## src/rtl/divisor_restador.sv

```systemverilog
// -----------------------------------------------------------------------------
// divisor_restador
//
// Sequential unsigned restoring divider. One W-bit trial subtraction per clock
// produces one quotient bit, so a division takes W iterations. Operands are
// taken through a start/busy/done handshake. The quotient, remainder and
// divide-by-zero flag are held until the next accepted operation completes.
//
// Optional feature: define DIVISOR_RESTADOR_DIV0_EN to short-circuit a zero
// divisor (one cycle in CALC instead of W) and report it on div0. Without the
// macro, div0 is tied low and b=0 runs the normal W-cycle algorithm, which
// naturally yields cociente=all ones and residuo=a.
//
// Ports
//   clk       in   rising-edge clock
//   rst       in   asynchronous, active-high reset
//   start     in   request; sampled only when busy=0 (IDLE or DONE)
//   a         in   W-bit unsigned dividend, sampled with start
//   b         in   W-bit unsigned divisor, sampled with start
//   busy      out  high while iterating
//   done      out  one-cycle pulse, results valid
//   cociente  out  W-bit quotient, held until the next result
//   residuo   out  W-bit remainder, held until the next result
//   div0      out  divisor was zero (only with DIVISOR_RESTADOR_DIV0_EN)
// -----------------------------------------------------------------------------
module divisor_restador #(
    parameter int W = 8
) (
    input  logic         clk,
    input  logic         rst,
    input  logic         start,
    input  logic [W-1:0] a,
    input  logic [W-1:0] b,
    output logic         busy,
    output logic         done,
    output logic [W-1:0] cociente,
    output logic [W-1:0] residuo,
    output logic         div0
);

    localparam int NW = $clog2(W);

    localparam logic [1:0] S_IDLE = 2'd0;
    localparam logic [1:0] S_CALC = 2'd1;
    localparam logic [1:0] S_DONE = 2'd2;

    localparam logic [NW-1:0] N_LAST = NW'(W - 1);

    logic [1:0]    r_state;
    logic [W-1:0]  r_q;          // dividend shifting out, quotient shifting in
    logic [W-1:0]  r_d;          // latched divisor
    // The algorithm's partial remainder is W+1 bits, but only its low W bits
    // are ever shifted back in, so the top bit is never stored.
    logic [W-1:0]  r_r;
    logic [NW-1:0] r_n;
    logic [W-1:0]  r_cociente;
    logic [W-1:0]  r_residuo;

    logic [W:0]    w_shift;
    logic [W:0]    w_diff;
    logic          w_borrow;
    logic [W-1:0]  w_r_next;
    logic [W-1:0]  w_q_next;
    logic          w_last;

    // One restoring step: shift the next dividend bit into the remainder and
    // try subtracting the divisor; keep the difference only if it did not
    // borrow.
    always_comb begin
        // NOTE: every always_comb output is assigned on every path, so no
        // latch can be inferred.
        w_shift  = {r_r, r_q[W-1]};
        w_diff   = w_shift - {1'b0, r_d};
        w_borrow = w_diff[W];
        w_r_next = w_borrow ? w_shift[W-1:0] : w_diff[W-1:0];
        w_q_next = {r_q[W-2:0], ~w_borrow};
        w_last   = (r_n == N_LAST);
    end

`ifdef DIVISOR_RESTADOR_DIV0_EN
    logic r_div0;
`endif

    // NOTE: all state here is registered with non-blocking assignments so
    // every register samples the values from before the edge.
    always_ff @(posedge clk or posedge rst) begin
        if (rst) begin
            // NOTE: every register, datapath included, is cleared so a reset
            // mid-operation leaves no stale operands or results behind.
            r_state    <= S_IDLE;
            r_q        <= '0;
            r_d        <= '0;
            r_r        <= '0;
            r_n        <= '0;
            r_cociente <= '0;
            r_residuo  <= '0;
`ifdef DIVISOR_RESTADOR_DIV0_EN
            r_div0     <= 1'b0;
`endif
        end else begin
            case (r_state)
                S_CALC: begin
`ifdef DIVISOR_RESTADOR_DIV0_EN
                    // Zero divisor: report the algorithm's natural result
                    // straight away instead of iterating.
                    if (r_d == '0) begin
                        r_state    <= S_DONE;
                        r_cociente <= '1;
                        r_residuo  <= r_q;
                        r_div0     <= 1'b1;
                    end else
`endif
                    begin
                        r_r <= w_r_next;
                        r_q <= w_q_next;
                        r_n <= r_n + NW'(1);
                        // Results are published only on the final step, so
                        // partial values never reach the outputs.
                        if (w_last) begin
                            r_state    <= S_DONE;
                            r_cociente <= w_q_next;
                            r_residuo  <= w_r_next;
`ifdef DIVISOR_RESTADOR_DIV0_EN
                            r_div0     <= 1'b0;
`endif
                        end
                    end
                end

                // IDLE and DONE both accept a new request; DONE therefore
                // supports back-to-back operation.
                default: begin
                    if (start) begin
                        r_state <= S_CALC;
                        r_q     <= a;
                        r_d     <= b;
                        r_r     <= '0;
                        r_n     <= '0;
                    end else begin
                        r_state <= S_IDLE;
                    end
                end
            endcase
        end
    end

    assign busy     = (r_state == S_CALC);
    assign done     = (r_state == S_DONE);
    assign cociente = r_cociente;
    assign residuo  = r_residuo;

`ifdef DIVISOR_RESTADOR_DIV0_EN
    assign div0 = r_div0;
`else
    assign div0 = 1'b0;
`endif

endmodule

```

## config.mk

```make
export PLATFORM = sky130hd
export DESIGN_NAME = divisor_restador
export DESIGN_NICKNAME = d
export VERILOG_FILES = /design/src/rtl/divisor_restador.sv
export SDC_FILE = /design/constraint.sdc
export NUM_CORES = 1
export LEC_CHECK = 0
export BUFFER_PORTS_ARGS = -buffer_cell sky130_fd_sc_hd__buf_4
export CORE_MARGIN = 2
export CORE_UTILIZATION = 35
export DETAILED_ROUTE_END_ITERATION = 12
export PLACE_DENSITY = 0.6
export SLEW_MARGIN = 20
export SYNTH_ARGS = -nofsm -noshare
export SYNTH_HDL_FRONTEND = slang
export SYNTH_SLANG_ARGS = --single-unit
```

## constraint.sdc

```tcl
create_clock -name clk -period 7 [get_ports clk]
set_input_delay 0.35 -clock clk [delete_from_list [all_inputs] [get_ports clk]]
set_output_delay 0.35 -clock clk [all_outputs]
set_load 0.1 [all_outputs]
```

## After elaboration in Yosys (flattened, before gate mapping)

Cells that the tools add are included.

- Logic and storage cells: 28
- Output and inout port bits: 19
- Input bits: 19
- Bits in registers: 45

- Eq/ne operators: 4
- Muxes and demuxes: 10
- Add/subtract/negate cells: 2
- Reduce and logical (&&, ||, !) cells: 3
- Bitwise operators: 2

Operators with widths:

| operator | count |
|---|---|
| $mux 8 | 5 |
| $sub 9x8->9 | 1 |
| $mux 3 | 2 |
| $mux 2 | 2 |
| $reduce_and 2->1 | 2 |
| $add 3x1->3 const B | 1 |
| $eq 3x3->1 const B | 1 |
| $eq 2x1->1 const B | 1 |
| $eq 2x2->1 const B | 1 |
| $ne 2x1->1 const B | 1 |
| $not 1->1 | 2 |
| $reduce_bool 2->1 | 1 |
| $mux 1 | 1 |

## Depth between registers and ports, before layout

Gate-level depths: netlist of run 1.

- Depth after elaboration: 3
- Gate-level depth with buffers: 10

## Worst setup path after synthesis of run 1

No wires, ideal clock.

- Path type: reg2reg
- Start: reg r_q[7]
- End: reg r_residuo[0] (netlist: residuo[0])
- Path slack: 4.611 ns
- Clock period less this slack: 2.389 ns
- Setup time: 0.077 ns
- Arrival time: 2.313 ns
- Cell stages (with the launch flop): 11
- Cell sequence: dfrtp_1 -> inv_1 -> ha_1 -> inv_1 -> fa_1 -> a211oi_4 -> o211ai_2 -> a221oi_2 -> buf_6 -> mux2_4 -> o21ai_1

- Cells in the longest elaborated chain, start to end: 2

RTL lines:

| item | line | source |
|---|---|---|
| start, declared | 50 | `logic [W-1:0] r_q;` |
| start signal, assigned | 115 | `r_q <= w_q_next;` |
| $sub 9x8->9 | 73 | `w_diff = w_shift - {1'b0, r_d};` |
| $mux 8 (*) | 75 | `w_r_next = w_borrow ? w_shift[W-1:0] : w_diff[W-1:0];` |
| end signal, assigned | 122 | `r_residuo <= w_r_next;` |
| end, declared | 57 | `logic [W-1:0] r_residuo;` |

Mark *: on every way between the ends. The rest lies on a longest branch, timed or not.
A chain may end at the register's enable or synchronous reset.

## Worst setup path in the final report of run 1

- Start: reg r_q[7]
- End: reg r_residuo[5] (netlist: residuo[5])

- Cells in the longest elaborated chain, start to end: 2

RTL lines:

| item | line |
|---|---|
| $sub 9x8->9 | 73 |
| $mux 8 | 75 |

Every way passes these cells.

==> results of run 1 <==
==> sequential cells by signal, indices dropped and copies added (netlist names) <==
signal and cells:
r_d 8, r_r 8, r_q 8, cociente 8, residuo 8, r_n 3, r_state 2
==> per-stage QoR <==
| stage | hold WS [ns] | utilization | setup slack, ns | instance area [µm²] |
|---|---|---|---|---|
| 6_report | 0.269 | 0.435 | 3.99 | 2810 |
| 5_1_grt | 0.267 | 0.435 | 3.82 | 2810 |
| 4_1_cts | 0.275 | 0.434 | 3.78 | 2800 |
| 3_5_place_dp | 0.481 | 0.416 | 3.81 | 2690 |
| 3_3_place_gp | 0.474 | 0.416 | 3.93 | 2690 |
| 2_1_floorplan | 0.467 | - | 4.61 | 2370 |
==> logic make-up (layout without fill, tap and decap cells) <==
family          after synthesis  in the layout
simple gates                 57             57
fa+ha+maj                    11             11
xor+xnor                      4              4
other cells                   1              1
compound gates               45             45
buf+inv                      26             61
flops                        45             45
mux                          31             31
==> Yosys cell counts (2+ instances only) <==
library cell | number | area [µm²]
xor2_1 | 3 | 26.3
mux2i_1 | 14 | 140
o21ai_0 | 13 | 65.1
clkbuf_1 | 4 | 15.0
o211ai_2 | 2 | 25.0
nand3_1 | 2 | 10.0
mux2_2 | 16 | 180
nand2_1 | 30 | 113
a21oi_2 | 2 | 17.5
dfrtp_1 | 45 | 1130
inv_1 | 15 | 56.3
o21ai_1 | 13 | 65.1
nor2_1 | 6 | 22.5
buf_2 | 4 | 20.0
a21oi_1 | 3 | 15.0
nand3b_1 | 10 | 75.1
nand2b_1 | 3 | 18.8
a211oi_1 | 3 | 22.5
ha_1 | 10 | 125
==> layout make-up <==
| cell class | instances | area (µm²) |
|---|---|---|
| Clock buffer | 7 | 86.3 |
| Tap cell | 77 | 96.3 |
| Inverter | 15 | 56.3 |
| Sequential cell | 45 | 1130 |
| Timing Repair Buffer | 38 | 285 |
| Fill cell | 613 | 3650 |
| Clock inverter | 1 | 30.0 |
| Multi-Input combinational cell | 149 | 1130 |
==> path summary, 6_finish.rpt <==
check / from / end / slack (ns) / cells after the start
max: r_q[7]$_DFFE_PP0P_ / residuo[5]$_DFFE_PP0P_ / 3.99 / 10
min: rst / r_d[3]$_DFFE_PP0P_ / 0.27 / 2
max reg2reg: r_q[7]$_DFFE_PP0P_ / residuo[5]$_DFFE_PP0P_ / 3.99 / 10
min reg2reg: cociente[0]$_DFFE_PP0P_ / cociente[0]$_DFFE_PP0P_ / 0.49 / 2
max in group asynchronous: rst / r_r[6]$_DFFE_PP0P_ / 6.14 / 2
min in group clk: b[1] / r_d[1]$_DFFE_PP0P_ / 0.28 / 2
==> cells in the final DEF, fill, tap and decap left out, types with 10 or more instances in the layout <==
cell type and instances:
dfrtp_1 45, mux2i_1 14, nand3b_1 10, inv_1 14, buf_4 38, mux2_2 16, o21ai_1 13, ha_1 10
nand2_1 30, o21ai_0 13
==> per-layer routing <==
| layer | wire [µm] | up-vias | share of wire |
|---|---|---|---|
| met2 | 2180 | 36 | 0.47 |
| met4 | 68 | 0 | 0.015 |
| met1 | 2240 | 825 | 0.48 |
| met3 | 166 | 6 | 0.036 |
| met5 | 0 | - | 0 |
| li1 | - | 830 | - |
==> results.cfg, run 1 <==
[cts]
cts_tree = yes
clkSinkCount = 45
cts_hold_buf = 0
cts_setup_buffers = 0
cts_buffer_depth = 2
clkLatencyLatePin_ns = 0.29
htreeDepth = 2
cts-resized-gates = 0
cts-buffers-inserted = 5
clk_pin_slew_ns = 0.08
clock-root-buffer = clkbuf_8

[placed_design]
dp_cells = 323
place_congestion = 0.761
dp_hpwl_mm = 3.28
portBuffers = 36

[grt]
grt_start_max_net_pins = 46
grtUsageMet1 = 0.187
grt_usage = 0.142
grtUsageMet2 = 0.231
grt.busiest_layer = met2
grt_remaining_overflow = 0
antenna_found_initial = 0
grt_pass1_vias = 1729
use_met3 = 0.0352
grt_pass1_wl_mm = 8.37

[timing]
timing.final.max_slew_violations = 0
tns_ns = 0
finalCriticalPeriod_ns = 3.01
finalSetupViolCount = 0
max-slew-margin-rel = 0.375
max_freq_mhz = 332
rsz0062_at_grt = false
skew_ns = 0.00934
worst_pin_slew_ns = 0.937
fin_crit_sh = 0.430
hold_viol = 0

[yosys]
synth_xor_area_frac = 0.0148
synth-edff-count = 0
avgSynthCellArea_um2 = 10.8
yosys_warnings = 0
synthAdderAreaFrac = 0.0612
synthMuxAreaShare = 0.141
yosys.area_share.simple = 0.119
synth_flop_cell = dfrtp_1
ys_types = 41
netlist_area_um2 = 2370
async_reset_ff_frac = 1.00
syn-instance-count = 220
syn_nets = 250
seq_area_frac_synth = 0.475
synth_compound_area_frac = 0.139
synth_top_family_by_area = multiplexers
ys_ff_latch = 45

[cells_and_area]
antennaDiodeCount = 0
layout.nets = 284
drive_gt1_frac = 0.282
stdcell_count = 332
area_delta_synth_final_pct = 18.6

[detailed_routing]
wl_per_cell_um = 14.0
routed_via_density = 5.11
drc = 0
drtAntennaViolNets = 0
vias = 1697
routed_wl_mm = 4.66
drtIter0Drc = 84
first_pass_iters = 4

[critical_path]
cp_cell_sequence = inv_1, ha_1, inv_1, fa_1, a211oi_4, o211ai_2, a221oi_2, buf_4, mux2_2, o21ai_0
crit_path_start_kind = flip-flop
cp.required_ns = 7.19
critical_path_class = reg -> reg
end_kind = flip-flop
slowest_stage = a221oi_2
crit_top_cell = inv_1
cp_num_buf_inv = 3
cp.arrival_ns = 3.21
worstPathMaxFanout = 7
slowest_delay_ns = 0.58
path_delay_family = compound AO/OA/AOI/OAI gates

[die]
die_w_um = 86.3
die_h_um = 86.3
io_pins = 38
initial_core_util = 0.367
core_um2 = 6460
fp-row-count = 29
dieArea_um2 = 7450

[hold_path]
holdCritPathClass = in -> async

[job]
max_cap_viol_count = 0

[outcome]
status = finished clean
Power of run 1 is not shown: default switching activity piles up to over one toggle a cycle in this logic, so the estimate is an artifact.
==> run 2: changes to the inputs <==
- ABC_AREA: not set -> 1
- clock period: 7 -> 2.95 ns (I/O delays scaled with it)
==> results.cfg, run 2 <==
[grt]
grt_start_max_net_pins = 46
antenna_found_initial = 0
grt_remaining_overflow = 0
grt_pass1_vias = 1917
grt_usage = 0.148
grt_pass1_wl_mm = 8.68

[yosys]
syn_nets = 312
yosysTopAreaCell = dfrtp_1
yosysMostFrequentCell = nand2_1
netlist_area_um2 = 2370
async_reset_ff_frac = 1.00
yosys.area_share.simple = 0.275
yosys-top-cells-area = dfrtp_1, nand2_1, inv_1
ys_ff_latch = 45
syn-instance-count = 282
synth_common_cells = nand2_1, dfrtp_1, inv_1
avgSynthCellArea_um2 = 8.39
synth-edff-count = 0
yosys_warnings = 0
synthMuxAreaShare = 0.00476
seq_area_frac_synth = 0.476
synth_top_family_by_area = simple AND/OR/NAND/NOR gates
yosys.area.top_type_share = 0.476
synth_xor_area_frac = 0.0111
synthAdderAreaFrac = 0.0613
synth_compound_area_frac = 0.0873
synth_flop_cell = dfrtp_1
ys_types = 30

[timing]
timing.final.ws_setup_ns = 0.977
fin_crit_sh = 0.669
skew_ns = 0.00641
hold_viol = 23
max-slew-margin-rel = 0.614
worst_pin_slew_ns = 0.579
finalSetupViolCount = 0
tns_ns = 0
rsz0062_at_grt = false
timing.final.max_slew_violations = 0
holdWs_ns = -0.00918
finalCriticalPeriod_ns = 1.97
max_freq_mhz = 507

[critical_path]
crit_path_start_kind = flip-flop
crit-reg2reg-launch = r_q[7]$_DFFE_PP0P_
cp.required_ns = 3.14
worstPathMaxFanout = 10
rrSetupSlack_ns = 0.98
worstRegToRegCells = 14
end_kind = flip-flop
critical_path_class = reg -> reg
rr_endpoint = residuo[5]$_DFFE_PP0P_
cp.arrival_ns = 2.17

[detailed_routing]
drc = 0
vias = 1862
drtIter0Drc = 110
routed_wl_mm = 5.04
first_pass_iters = 5
routed_via_density = 4.68
wl_per_cell_um = 12.7
drtAntennaViolNets = 0

[die]
dieArea_um2 = 7430
die_w_um = 86.2
core_um2 = 6460
io_pins = 38
fp-row-count = 29
die_h_um = 86.2
initial_core_util = 0.366

[cells_and_area]
layout.nets = 350
fill_cells = 675
antennaDiodeCount = 0
area_delta_synth_final_pct = 19.4
drive_gt1_frac = 0.190
final_common_cell = nand2_1
regArea_um2 = 1130
layout_common_cells = nand2_1, dfrtp_1, buf_4
utilization = 0.437
multi_input_area_um2 = 1040

[hold_path]
holdCritPathClass = in -> async

[cts]
clkSinkCount = 45
cts_hold_buf = 0
htreeDepth = 2
cts_tree = yes
cts_buffer_depth = 2
clock-root-buffer = clkbuf_8
cts-buffers-inserted = 5
cts_setup_buffers = 0
cts-resized-gates = 0
clk_pin_slew_ns = 0.09
clkLatencyLatePin_ns = 0.30

[placed_design]
portBuffers = 36
dp_slack_ns = 0.983
dp_hpwl_mm = 3.66
place_congestion = 0.858

[outcome]
violations = negative hold slack
status = finished with violations

[job]
max_cap_viol_count = 0
==> run 2: cell count changes after synthesis, moves of 4 or more <==
cell and change:
nand3_1 +18, a22oi_1 +5, o21ai_1 -12, inv_1 +24, nand2_1 +65, nand2_2 +6
clkbuf_1 -4, mux2_2 -15, o21ai_0 +6, mux2i_1 -14, nand3b_1 -5
==> run 2: final cells by class <==
class,count,area share
clock buffer,6,0.0257
inverter,39,0.0518
tap,77,0.0341
multi-input combinational,189,0.370
timing repair buffer,40,0.106
sequential,45,0.399
clock inverter,2,0.0137
==> run 2: logic make-up (layout without fill, tap and decap cells) <==
family,after synthesis,after routing
compound gates,33,33
simple gates,140,140
other cells,1,1
buf+inv,48,87
flops,45,45
xor+xnor,3,3
mux,1,1
fa+ha+maj,11,11
==> run 2: per-layer routing <==
metal | share of wire | GRT usage | vias up
li1 | - | - | 966
met1 | 0.46 | 0.186 | 855
met2 | 0.48 | 0.251 | 37
met3 | 0.055 | 0.0410 | 4
met4 | 0.0093 | 0.0412 | 0
met5 | 0 | 0 | -
==> run 2: how the worst max path moves through the flow <==
stage,start,endpoint,cells after the start
global route,r_q[7]$_DFFE_PP0P_,residuo[5]$_DFFE_PP0P_,14
finish,r_q[7]$_DFFE_PP0P_,residuo[5]$_DFFE_PP0P_,14
global placement,r_q[7]$_DFFE_PP0P_,residuo[5]$_DFFE_PP0P_,14
detailed placement,r_q[7]$_DFFE_PP0P_,r_r[7]$_DFFE_PP0P_,14
floorplan,r_q[7]$_DFFE_PP0P_,r_r[7]$_DFFE_PP0P_,14
CTS,r_q[7]$_DFFE_PP0P_,residuo[7]$_DFFE_PP0P_,14
==> run 2: critical path, stage by stage, from the launching register on <==
cell and delay (ns):
dfrtp_1 0.36, inv_1 0.09, ha_1 0.15, inv_1 0.06, fa_1 0.40, nand2_1 0.09, nand2_2 0.08, nand3_4 0.10
nand2_2 0.07, nand2_4 0.14, nand2_8 0.10, nand2_2 0.06, nand2_1 0.06, nand2_1 0.06, nand2_1 0.05
==> run 2: through the flow <==
step                      hold slack, ns  cells  instance area, µm²
after floorplan                    0.268    282                2370
after global placement             0.338    390                2710
after detailed placement           0.339    390                2710
after CTS                        0.00697    398                2820
after global routing              0.0475    398                2820
final                           -0.00918    398                2820
Power of run 2 is left out for the same reason.
